**config.mk**
```make
export PLATFORM = sky130hd
export DESIGN_NAME = demux_32bit_2outputs_buf
export DESIGN_NICKNAME = d
export VERILOG_FILES = /design/src/rtl/mips_pkg.sv /design/src/rtl/demux_out_buffer.sv /design/src/rtl/demux_32bit_2outputs_buf.sv
export SDC_FILE = /design/constraint.sdc
export NUM_CORES = 1
export LEC_CHECK = 0
export ABC_AREA = 1
export BUFFER_PORTS_ARGS = -buffer_cell sky130_fd_sc_hd__buf_2
export CORE_MARGIN = 4
export CORE_UTILIZATION = 50
export CTS_CLUSTER_SIZE = 16
export DETAILED_ROUTE_END_ITERATION = 12
export PLACE_DENSITY = 0.83
export RECOVER_POWER = 50
export SKIP_LAST_GASP = 1
export SLEW_MARGIN = 0
export SYNTH_ARGS = -nofsm -noshare
export SYNTH_HDL_FRONTEND = slang
export SYNTH_SLANG_ARGS = --single-unit
```
**constraint.sdc**
```tcl
create_clock -name clk -period 2.2 [get_ports clk]
set_input_delay 0 -clock clk [delete_from_list [all_inputs] [get_ports clk]]
set_output_delay 0 -clock clk [all_outputs]
set_load 0.03 [all_outputs]
```
**src/rtl/mips_pkg.sv**
```systemverilog
// Shared constants for the MIPS core datapath: word width and the
// destination encoding used by the write-back / store demux.
package mips_pkg;

    localparam int   WORD_W  = 32;

    // Select-bit encoding: channel 0 feeds write-back, channel 1 feeds store.
    localparam logic CHAN_WB = 1'b0;
    localparam logic CHAN_ST = 1'b1;

endpackage

```
**src/rtl/demux_out_buffer.sv**
```systemverilog
// Per-destination circular FIFO. The push side is gated by the parent, and
// the pop side is valid/ready. It also counts the words it delivers.
// Storage is cleared on reset, so the head word reads zero until the
// first push.
module demux_out_buffer #(
    parameter int WIDTH = 32,
    parameter int DEPTH = 2,
    parameter int CNT_W = 16
) (
    input  logic             clk,
    input  logic             rst_n,
    input  logic             push,
    input  logic [WIDTH-1:0] push_data,
    output logic             full,
    output logic             valid,
    input  logic             ready,
    output logic [WIDTH-1:0] data,
    output logic [CNT_W-1:0] count
);

    localparam int PTR_W = (DEPTH > 1) ? $clog2(DEPTH) : 1;
    localparam int OCC_W = $clog2(DEPTH + 1);

    logic [WIDTH-1:0] mem [DEPTH];
    logic [PTR_W-1:0] rd_ptr;
    logic [PTR_W-1:0] wr_ptr;
    logic [OCC_W-1:0] occ;
    logic [CNT_W-1:0] count_q;
    logic             do_push;
    logic             do_pop;

    // The wrap is explicit, so the design does not rely on DEPTH being a power of two.
    function automatic logic [PTR_W-1:0] next_ptr(input logic [PTR_W-1:0] p);
        return (p == PTR_W'(DEPTH - 1)) ? '0 : p + PTR_W'(1);
    endfunction

    // The full check is redundant with the parent's gating. It stays as a local guard against overflow.
    assign do_push = push && !full;
    assign do_pop  = valid && ready;

    assign full  = (occ == OCC_W'(DEPTH));
    assign valid = (occ != '0);
    assign data  = mem[rd_ptr];
    assign count = count_q;

    // Storage, pointers, occupancy and delivered count.
    // A push and a pop in the same cycle leave the occupancy unchanged.
    always_ff @(posedge clk) begin
        if (!rst_n) begin
            for (int i = 0; i < DEPTH; i++) begin
                mem[i] <= '0;
            end
            rd_ptr  <= '0;
            wr_ptr  <= '0;
            occ     <= '0;
            count_q <= '0;
        end else begin
            if (do_push) begin
                mem[wr_ptr] <= push_data;
                wr_ptr      <= next_ptr(wr_ptr);
            end
            if (do_pop) begin
                rd_ptr  <= next_ptr(rd_ptr);
                count_q <= count_q + CNT_W'(1);
            end
            case ({do_push, do_pop})
                2'b10:   occ <= occ + OCC_W'(1);
                2'b01:   occ <= occ - OCC_W'(1);
                default: occ <= occ;
            endcase
        end
    end

endmodule

```
**src/rtl/demux_32bit_2outputs_buf.sv**
```systemverilog
// Routes one producer stream to the write-back or store consumer using a
// per-word select bit. Each consumer has its own buffer, so a stall on one
// side does not block traffic to the other.
module demux_32bit_2outputs_buf
    import mips_pkg::*;
#(
    parameter int WIDTH = WORD_W,
    parameter int DEPTH = 2,
    parameter int CNT_W = 16
) (
    input  logic             clk,
    input  logic             rst_n,
    input  logic             in_valid,
    output logic             in_ready,
    input  logic [WIDTH-1:0] in_data,
    input  logic             in_select,
    output logic             out0_valid,
    input  logic             out0_ready,
    output logic [WIDTH-1:0] out0_data,
    output logic             out1_valid,
    input  logic             out1_ready,
    output logic [WIDTH-1:0] out1_data,
    output logic [CNT_W-1:0] out0_count,
    output logic [CNT_W-1:0] out1_count
);

    logic full0;
    logic full1;
    logic accept;
    logic push0;
    logic push1;

    // Readiness depends only on the selected buffer, so a full buffer on one
    // side still lets words through to the other side.
    assign in_ready = (in_select == CHAN_ST) ? !full1 : !full0;
    assign accept   = in_valid && in_ready;
    assign push0    = accept && (in_select == CHAN_WB);
    assign push1    = accept && (in_select == CHAN_ST);

    demux_out_buffer #(
        .WIDTH (WIDTH),
        .DEPTH (DEPTH),
        .CNT_W (CNT_W)
    ) u_buf0 (
        .clk       (clk),
        .rst_n     (rst_n),
        .push      (push0),
        .push_data (in_data),
        .full      (full0),
        .valid     (out0_valid),
        .ready     (out0_ready),
        .data      (out0_data),
        .count     (out0_count)
    );

    demux_out_buffer #(
        .WIDTH (WIDTH),
        .DEPTH (DEPTH),
        .CNT_W (CNT_W)
    ) u_buf1 (
        .clk       (clk),
        .rst_n     (rst_n),
        .push      (push1),
        .push_data (in_data),
        .full      (full1),
        .valid     (out1_valid),
        .ready     (out1_ready),
        .data      (out1_data),
        .count     (out1_count)
    );

endmodule
```
==> results of run 1 <==
through the flow:
| step | hold WS [ns] | setup slack [ns] |
|---|---|---|
| floorplan | 0.2111 | 0.1571 |
| global placement | 0.3412 | 0.6340 |
| detailed placement | 0.3514 | 0.5498 |
| CTS | 0.4395 | 0.3601 |
| global route | 0.4720 | 0.1723 |
| finish | 0.4514 | 0.3179 |
layout by cell type, fill, tap and decap left out, types with 2 or more instances in the layout:
cell	synthesis	final
nand2_1	66	67
buf_4	1	6
dfxtp_2	0	2
clkbuf_8	2	2
ha_1	4	4
nand3_1	16	16
edfxtp_1	128	128
o21bai_1	3	3
buf_2	7	103
clkbuf_1	4	38
o21ai_0	22	22
clkinvlp_4	0	3
clkinv_4	0	3
dfxtp_1	42	40
mux2_1	4	4
nor2_2	16	14
clkbuf_2	0	5
inv_1	62	66
nand2_2	6	5
nor2_4	3	2
clkbuf_16	0	19
nor2_1	177	180
nor3_1	4	4
mux2_2	60	60
nand4_1	4	4
a21oi_1	25	25
nand2_4	3	3
dlygate4sd3_1	0	37
worst max-delay path, delay by kind of cell, from the launching register on:
family        cells  cell delay, ns
simple gates      5            0.43
flops             1            0.34
buf+inv           2            0.81
path summary, 6_finish.rpt:
check                                          to  cells after the start  slack [ns]     startpoint
worst max register to register  u_buf1.mem[0][17]                      7        0.32  u_buf1.occ[0]
worst min register to register               flop                      1        0.45  u_buf0.rd_ptr
worst max-delay path            u_buf1.mem[0][17]                      7        0.32  u_buf1.occ[0]
worst min-delay path                         flop                      1        0.45  u_buf0.rd_ptr
state kept, by name, summed over array words and instances (netlist names), named ones only:
| register | flops |
|---|---|
| u_buf1.count | 16 |
| u_buf1.mem | 64 |
| u_buf1.rd_ptr | 1 |
| u_buf1.occ | 2 |
| u_buf0.wr_ptr | 1 |
| u_buf0.occ | 2 |
| u_buf1.wr_ptr | 1 |
| u_buf0.count | 16 |
| u_buf0.rd_ptr | 1 |
| u_buf0.mem | 64 |
power by group through the flow:
stage,Sequential (uW),Combinational [uW],Clock (uW)
after global placement,3850,1630,0
after CTS,3800,1720,3000
after global routing,3810,1810,3160
after floorplan,3840,1230,0
after detailed placement,3860,1660,0
final,3790,1680,2960
logic make-up (layout without fill, tap and decap cells):
| group | count (synthesis) | count (layout) | share of synthesized area |
|---|---|---|---|
| simple gates | 301 | 301 | 0.1732 |
| flops | 170 | 170 | 0.6240 |
| compound gates | 51 | 51 | 0.03517 |
| xor+xnor | 1 | 1 | 0.001167 |
| mux | 64 | 64 | 0.09600 |
| buf+inv | 93 | 286 | 0.06383 |
| fa+ha+maj | 4 | 4 | 0.006667 |
metal layers:
metal | up-vias | part of all wire | routed length, um | GRT usage
met5 | - | 0 | 0 | 0
met4 | 0 | 0.015 | 242 | 0.06534
met3 | 20 | 0.057 | 944 | 0.05285
met2 | 141 | 0.52 | 8555 | 0.3576
met1 | 2569 | 0.41 | 6841 | 0.2392
li1 | 2627 | - | - | -
repair_timing:
action                    4_1_cts  5_1_grt
hold endpoints to repair      134        0
hold buffers                   37        0
gates resized for setup         0        0
layout make-up:
cell class | instances | area (um2) | share of cell area
Tap cell | 184 | 230.2 | 0.02501
Inverter | 66 | 247.7 | 0.02691
Sequential cell | 170 | 4687 | 0.5092
Clock buffer | 24 | 514.2 | 0.05587
Multi-Input combinational cell | 421 | 2328 | 0.2530
Clock inverter | 8 | 82.58 | 0.008971
Timing Repair Buffer | 188 | 1115 | 0.1211
==> impl_metrics.py, run 1 <==
metrics = {
    "power_and_ir_drop": {
        "seqPwrFrac": 0.450,
        "power.total_uw": 8432,
        "p_leak_uw": 0.003860,
        "p_per_area_nw_per_um2": 916.0,
        "peakVddDrop_uv": 526.0,
        "switchingPower_uw": 2434,
        "power_frac_comb": 0.200,
        "p_int_uw": 5998,
        "power_frac_clock": 0.351,
        "netSwitchingFraction": 0.2887,
    },
    "yosys": {
        "synthTopCellsByCount": "177 x nor2_1, 128 x edfxtp_1, 66 x nand2_1",
        "syn_area_per_cell_um2": 10.98,
        "synth_most_common_cell": "nor2_1",
        "synth_seq_area_share": 0.6240,
        "yosys-top-cells-area": "edfxtp_1 51%, dfxtp_1 11%, mux2_2 9.0%",
        "yosysUniqueCellTypes": 32,
        "ys_ff_latch": 170,
        "netlist_instances": 684,
        "synth-edff-count": 128,
        "synth_fp_nets": 726,
        "yosys_warnings": 0,
        "synth_largest_area_cell": "edfxtp_1",
        "synth.top_cell.area_share": 0.5120,
        "ys.flop_type": "edfxtp_1",
        "async_flop_share": 0,
        "netlist_area_um2": 7507,
    },
    "cts": {
        "clock_tree.buffer_depth": 2,
        "cts_tree": "built",
        "htreeDepth": 4,
        "root_buffer": "clkbuf_16",
        "numCtsBuffers": 17,
        "clkTransAtPathRegs_ns": 0.06,
        "clk_latency_ns": 0.43,
        "clock-sinks": 170,
        "cts_setup_buffers": 0,
    },
    "run_status": {
        "status": "completed",
    },
    "placement": {
        "port-buffer-count": 136,
        "place_area_um2": 8337,
        "hpwl_um": 10700,
        "place_congestion": 0.8665,
        "dp.cells": 992,
    },
    "sta": {
        "finalCritPeriodShare": 0.8555,
        "tightest_slew_ns": 0.8707,
        "setup_tns_ns": 0,
        "slew_viol_final": 0,
        "fmax_mhz": 531.3,
        "hold_viol_final": 0,
        "fin_skew_ns": 0.008607,
        "finalSetupViolCount": 0,
        "rsz0062_at_grt": "false",
        "slew_headroom": 0.4195,
        "min_period_ns": 1.882,
    },
    "worst_setup_path": {
        "critical_path.cell_chain": "inv_1 > nand2_1 > nand3_2 > nor2_2 > nand2_2 > clkbuf_2 > nor2_1",
        "cp-end-kind": "flop",
        "critPathMaxStageDelay_ns": 0.68,
        "arrival_ns": 2.02,
        "cpMaxStageDelayCell": "clkbuf_2",
        "required_ns": 2.33,
        "path_class": "reg2reg",
        "worstSetupStartpointType": "flop",
        "path_max_fanout": 33,
    },
    "floorplanning": {
        "std_cell_rows": 44,
        "initial_core_util": 0.5126,
        "ios": 137,
        "die_area_um2": 17040,
        "die_h_um": 130.5,
        "coreArea_um2": 14640,
        "die_w_um": 130.5,
    },
    "global_route": {
        "antenna_found_initial": 0,
        "grt_start_max_net_pins": 35,
        "grt_util_all_layers": 0.2016,
        "overflow": 0,
        "grt_pass1_vias": 5306,
        "grt_pass1_wl_um": 26410,
    },
    "drt": {
        "dr_total_vias": 5357,
        "drt-initial-drc-count": 319,
        "drtPass1Iterations": 4,
        "totalWireLength_um": 16580,
        "detail_route.vias_per_cell": 5.049,
        "wl_per_cell_um": 15.63,
        "ant_nets": 0,
        "drc_errors": 0,
    },
    "cells_and_area": {
        "final_area_um2": 9205,
        "syn_to_final_growth_pct": 22.62,
        "fillers": 1183,
        "layout-drive-gt1-share": 0.2657,
        "final_util": 0.6286,
        "instances_no_fill": 1061,
        "num_antenna_cells": 0,
        "finalNetCount": 906,
    },
    "run": {
        "cap_violations": 0,
    },
    "worst_hold_path": {
        "hp-class": "reg2reg",
    },
}
(Power assumes the default switching activity.)
==> run 2: changes to the inputs <==
--- a/config.mk
+++ b/config.mk
@@ -8,10 +8,11 @@
 export ABC_AREA = 1
 export BUFFER_PORTS_ARGS = -buffer_cell sky130_fd_sc_hd__buf_2
 export CORE_MARGIN = 4
-export CORE_UTILIZATION = 50
+export CORE_UTILIZATION = 52
+export CTS_BUF_LIST = sky130_fd_sc_hd__clkbuf_8
 export CTS_CLUSTER_SIZE = 16
 export DETAILED_ROUTE_END_ITERATION = 12
-export PLACE_DENSITY = 0.83
+export PLACE_DENSITY = 0.85
 export RECOVER_POWER = 50
 export SKIP_LAST_GASP = 1
 export SLEW_MARGIN = 0
==> impl_metrics.py, run 2 (synthesis gave the netlist of run 1 again) <==
metrics = {
    "power_and_ir_drop": {
        "seqPwrFrac": 0.474,
        "p_per_area_nw_per_um2": 881.5,
        "peakVddDrop_uv": 431.6,
        "netSwitchingFraction": 0.2898,
        "power_frac_clock": 0.315,
        "p_leak_uw": 0.003806,
        "p_int_uw": 5683,
        "switchingPower_uw": 2319,
        "power_frac_comb": 0.211,
    },
    "sta": {
        "slew_headroom": 0.4793,
        "finalSetupViolCount": 0,
        "finalCritPeriodShare": 0.8406,
        "min_period_ns": 1.849,
        "hold_viol_final": 0,
        "tightest_slew_ns": 0.7811,
        "fmax_mhz": 540.8,
        "slew_viol_final": 0,
        "fin_skew_ns": 0.01064,
        "setup_tns_ns": 0,
        "rsz0062_at_grt": "false",
    },
    "cells_and_area": {
        "layout-drive-gt1-share": 0.2531,
        "finalNetCount": 906,
        "num_antenna_cells": 0,
        "instances_no_fill": 1057,
        "final_util": 0.6489,
        "syn_to_final_growth_pct": 20.92,
        "final_cell_mix": "186 x nor2_1, 128 x edfxtp_1, 96 x buf_2",
        "final_common_cell": "nor2_1",
        "biggestRegsByFlops": "u_buf0.mem (64), u_buf1.mem (64)",
    },
    "cts": {
        "clk_latency_ns": 0.44,
        "htreeDepth": 4,
        "ctsHoldBuffers": 38,
        "ctsResizeCount": 0,
        "root_buffer": "clkbuf_8",
        "cts_setup_buffers": 0,
        "cts_tree": "built",
        "clock_tree.buffer_depth": 2,
        "clkTransAtPathRegs_ns": 0.09,
        "clock-sinks": 170,
        "numCtsBuffers": 17,
    },
    "run": {
        "cap_violations": 0,
    },
    "global_route": {
        "grt_pass1_wl_um": 26730,
        "antenna_found_initial": 0,
        "grt_pass1_vias": 5513,
        "grt_util_all_layers": 0.2093,
        "grt_start_max_net_pins": 36,
        "overflow": 0,
    },
    "worst_setup_path": {
        "critPathMaxStageDelay_ns": 0.59,
        "critical_path.cell_chain": "buf_12 > mux2_2 > buf_2",
        "cpMaxStageDelayCell": "dfxtp_1",
        "path_max_fanout": 25,
        "arrival_ns": 1.85,
        "path_class": "reg2out",
        "worstSetupStartpointType": "flop",
        "required_ns": 2.20,
        "cp-end-kind": "output pin",
    },
    "drt": {
        "ant_nets": 0,
        "dr_total_vias": 5412,
        "wl_per_cell_um": 15.69,
        "totalWireLength_um": 16590,
        "drt-initial-drc-count": 373,
        "drc_errors": 0,
        "drtPass1Iterations": 5,
        "detail_route.vias_per_cell": 5.120,
    },
    "placement": {
        "hpwl_um": 10740,
        "dp.cells": 987,
        "place_congestion": 0.8397,
        "port-buffer-count": 136,
    },
    "floorplanning": {
        "initial_core_util": 0.5367,
        "die_area_um2": 16420,
        "die_h_um": 128.2,
        "coreArea_um2": 13990,
        "ios": 137,
        "die_w_um": 128.2,
        "std_cell_rows": 43,
    },
    "worst_hold_path": {
        "hp-class": "in2reg",
    },
    "run_status": {
        "status": "completed",
    },
}
-- run 2: cell count changes in the layout (fill, tap and decap cells not counted), moves of 4 or more --
cell,change
clkbuf_16,-19
nor2_1,+6
buf_2,-7
nor2_2,-5
clkbuf_8,+18
bufinv_16,+4
-- run 2: power groups by stage --
| stage | clock (uW) | sequential [uW] | combinational, uW |
|---|---|---|---|
| finish | 2520 | 3790 | 1690 |
| floorplan | 0 | 3840 | 1230 |
| global route | 2710 | 3820 | 1810 |
| detailed placement | 0 | 3870 | 1660 |
| global placement | 0 | 3860 | 1640 |
| CTS | 2570 | 3800 | 1730 |
-- run 2: layer usage --
layer,GRT usage,routed length (um)
met5,0,0
met4,0.08427,363
met3,0.04042,880
met2,0.3663,8373
met1,0.2544,6969
-- run 2: critical path: cells and delay by family, from the launching register on --
kind | cells | cell delay, ns
flip-flops | 1 | 0.59
multiplexers | 1 | 0.37
buffers and inverters | 2 | 0.44
-- run 2: cell type report --
cell class	instances	area, um2
fillers	1125	4911
flip-flops and latches	170	4686
multi-input cells	421	2293
repair buffers	188	1155
clock buffers	20	275.3
inverters	66	247.7
well taps	180	225.2
clock inverters	12	195.2
-- run 2: metrics by stage --
stage          hold slack, ns  setup slack, ns  total power, uW  cell area (um2)
3_5_place_dp           0.3474           0.5557             5536             8349
4_1_cts                0.4035           0.3639             8093             9200
6_report               0.4352           0.3508             8002             9077
2_1_floorplan          0.2111           0.1571             5063             7507
5_1_grt                0.4375           0.2040             8337             9077
3_3_place_gp           0.3410           0.6206             5499             8349
-- run 2: path summary, 6_finish.rpt --
check | from | end | slack (ns) | cells after the start
setup / recovery | flop | out0_data[25] | 0.35 | 3
setup reg to reg | u_buf1.occ[0] | u_buf1.mem[1][28] | 0.39 | 7
hold / removal | in_data[26] | u_buf0.mem[1][26] | 0.44 | 4
hold reg to reg | u_buf1.rd_ptr | u_buf1.rd_ptr | 0.46 | 1
==> run 3: changes to the inputs <==
==> constraint.sdc (replaced) <==
create_clock -name clk -period 1.49 [get_ports clk]
set_input_delay 0 -clock clk [delete_from_list [all_inputs] [get_ports clk]]
set_output_delay 0 -clock clk [all_outputs]
set_load 0.03 [all_outputs]
==> impl_metrics.py, run 3 (synthesis gave the netlist of run 1 again) <==
metrics = {
    "worst_setup_path": {
        "arrival_ns": 1.60,
        "path_max_fanout": 16,
        "cp-end-kind": "output pin",
        "path_class": "reg2out",
        "cp_num_buf_inv": 2,
        "worstSetupStartpointType": "flop",
        "critPathMaxStageDelay_ns": 0.40,
        "critical_path.cell_chain": "buf_12 > mux2_2 > buf_2",
        "crit_family": "flip-flops",
        "required_ns": 1.49,
        "cpMaxStageDelayCell": "dfxtp_4",
    },
    "drt": {
        "drtPass1Iterations": 5,
        "wl_met3_um": 1123,
        "drt-initial-drc-count": 413,
        "dr_total_vias": 5542,
        "ant_nets": 0,
        "wl_per_cell_um": 16.58,
        "dr.max_layer_used": "met4",
        "totalWireLength_um": 17840,
        "wl_met1_um": 7335,
        "met2_wirelength_um": 9053,
        "drc_errors": 0,
        "detail_route.vias_per_cell": 5.151,
    },
    "power_and_ir_drop": {
        "netSwitchingFraction": 0.3148,
        "power_frac_comb": 0.241,
        "peakVddDrop_uv": 719.8,
        "power.total_uw": 11650,
        "seqPwrFrac": 0.479,
        "power_frac_clock": 0.280,
        "p_per_area_nw_per_um2": 1234,
        "switchingPower_uw": 3668,
        "p_leak_uw": 0.003950,
        "p_int_uw": 7986,
    },
    "sta": {
        "fin_skew_ns": 0.01351,
        "tightest_slew_ns": 0.5034,
        "hold_viol_final": 0,
        "fmax_mhz": 623.7,
        "setup_ws_ns": -0.1134,
        "finalCritPeriodShare": 1.076,
        "min_period_ns": 1.603,
        "slew_viol_final": 0,
        "rsz0062_at_grt": "true",
        "setup_tns_ns": -7.082,
        "slew_headroom": 0.6644,
        "finalSetupViolCount": 98,
    },
    "cts": {
        "root_buffer": "clkbuf_8",
        "numCtsBuffers": 17,
        "htreeDepth": 4,
        "clkTransAtPathRegs_ns": 0.09,
        "clock_tree.buffer_depth": 2,
        "clock-sinks": 170,
        "clk_latency_ns": 0.47,
        "cts_tree": "built",
    },
    "cells_and_area": {
        "final_area_um2": 9444,
        "num_antenna_cells": 0,
        "final_common_cell": "nor2_1",
        "layout-drive-gt1-share": 0.3013,
        "finalNetCount": 925,
        "biggestRegsByFlops": "u_buf0.mem (64), u_buf1.mem (64)",
        "final_cell_mix": "177 x nor2_1, 128 x edfxtp_1, 100 x buf_2",
        "fillers": 1053,
        "syn_to_final_growth_pct": 25.80,
    },
    "global_route": {
        "overflow": 0,
        "grt_start_max_net_pins": 33,
        "grt_pass1_wl_um": 25580,
        "grt_pass1_vias": 5393,
        "antenna_found_initial": 0,
        "grt_util_all_layers": 0.2012,
    },
    "floorplanning": {
        "coreArea_um2": 13990,
        "ios": 137,
        "initial_core_util": 0.5367,
        "die_w_um": 128.2,
        "die_area_um2": 16420,
        "die_h_um": 128.2,
        "std_cell_rows": 43,
    },
    "run_status": {
        "status": "finished with violations",
        "violations": "setup timing",
    },
    "placement": {
        "place_area_um2": 8446,
        "hpwl_um": 10350,
        "port-buffer-count": 136,
        "place_congestion": 0.8241,
    },
    "run": {
        "cap_violations": 0,
    },
    "worst_hold_path": {
        "hp-class": "in2reg",
    },
}
run 3: cell types whose count changed in the layout (fill, tap and decap cells not counted), moves of 5 or more:
cell / previous run / this run
nand2_8: 0 / 10
buf_4: 6 / 15
clkbuf_1: 41 / 33
nor2_1: 186 / 177
nor2_4: 1 / 6
run 3: routing by layer:
layer	vias to the layer above	global-route usage
met3	29	0.05875
met5	-	0
met4	0	0.07553
met1	2652	0.2331
li1	2684	-
met2	177	0.3527
run 3: final cells by class:
cell class              count  area, um2  area share
flip-flops and latches    170       4701      0.4977
multi-input cells         427       2571      0.2723
repair buffers            201       1303      0.1379
clock buffers              18      247.7     0.02623
inverters                  66      247.7     0.02623
well taps                 180      225.2     0.02385
clock inverters            14      148.9     0.01577
run 3: worst min-delay path, stage by stage:
cell           delay (ns)
dlygate4sd3_1        0.52
buf_2                0.09
inv_1                0.06
nor2_1               0.10
run 3: timing repair:
action                                 4_1_cts  5_1_grt
setup endpoints to repair                   65      233
endpoints found under the hold margin      140        0
setup buffers                                0        4
gates cloned                                 0        8
gates resized for setup                      1       25
hold buffers                                38        0
pin swaps                                    0        5
run 3: power groups by stage:
stage | logic (uW) | registers [uW] | clock network, uW
finish | 2810 | 5580 | 3260
global placement | 2570 | 5630 | 0
detailed placement | 2590 | 5650 | 0
global route | 3000 | 5620 | 3480
CTS | 2680 | 5550 | 3290
floorplan | 1860 | 5660 | 0
run 3: final timing paths:
kind            startpoint           endpoint  slack, ns  cells past startpoint
max                   flop       out1_data[0]      -0.11                      3
min            in_data[25]  u_buf1.mem[1][25]       0.42                      4
min reg2reg  u_buf0.rd_ptr               flop       0.45                      1
max reg2reg  u_buf1.occ[1]      u_buf1.occ[1]       0.01                      9
run 3: stage by stage:
| stage | utilization | instances | setup WS (ns) | hold WS [ns] |
|---|---|---|---|---|
| after floorplan | - | 684 | 0.01094 | 0.2111 |
| after global placement | 0.6038 | 994 | 0.07781 | 0.3418 |
| after detailed placement | 0.6038 | 994 | 0.03654 | 0.3538 |
| after CTS | 0.6595 | 1064 | -0.1494 | 0.3880 |
| after global routing | 0.6751 | 1076 | -0.1732 | 0.4134 |
| final | 0.6751 | 1076 | -0.1134 | 0.4217 |
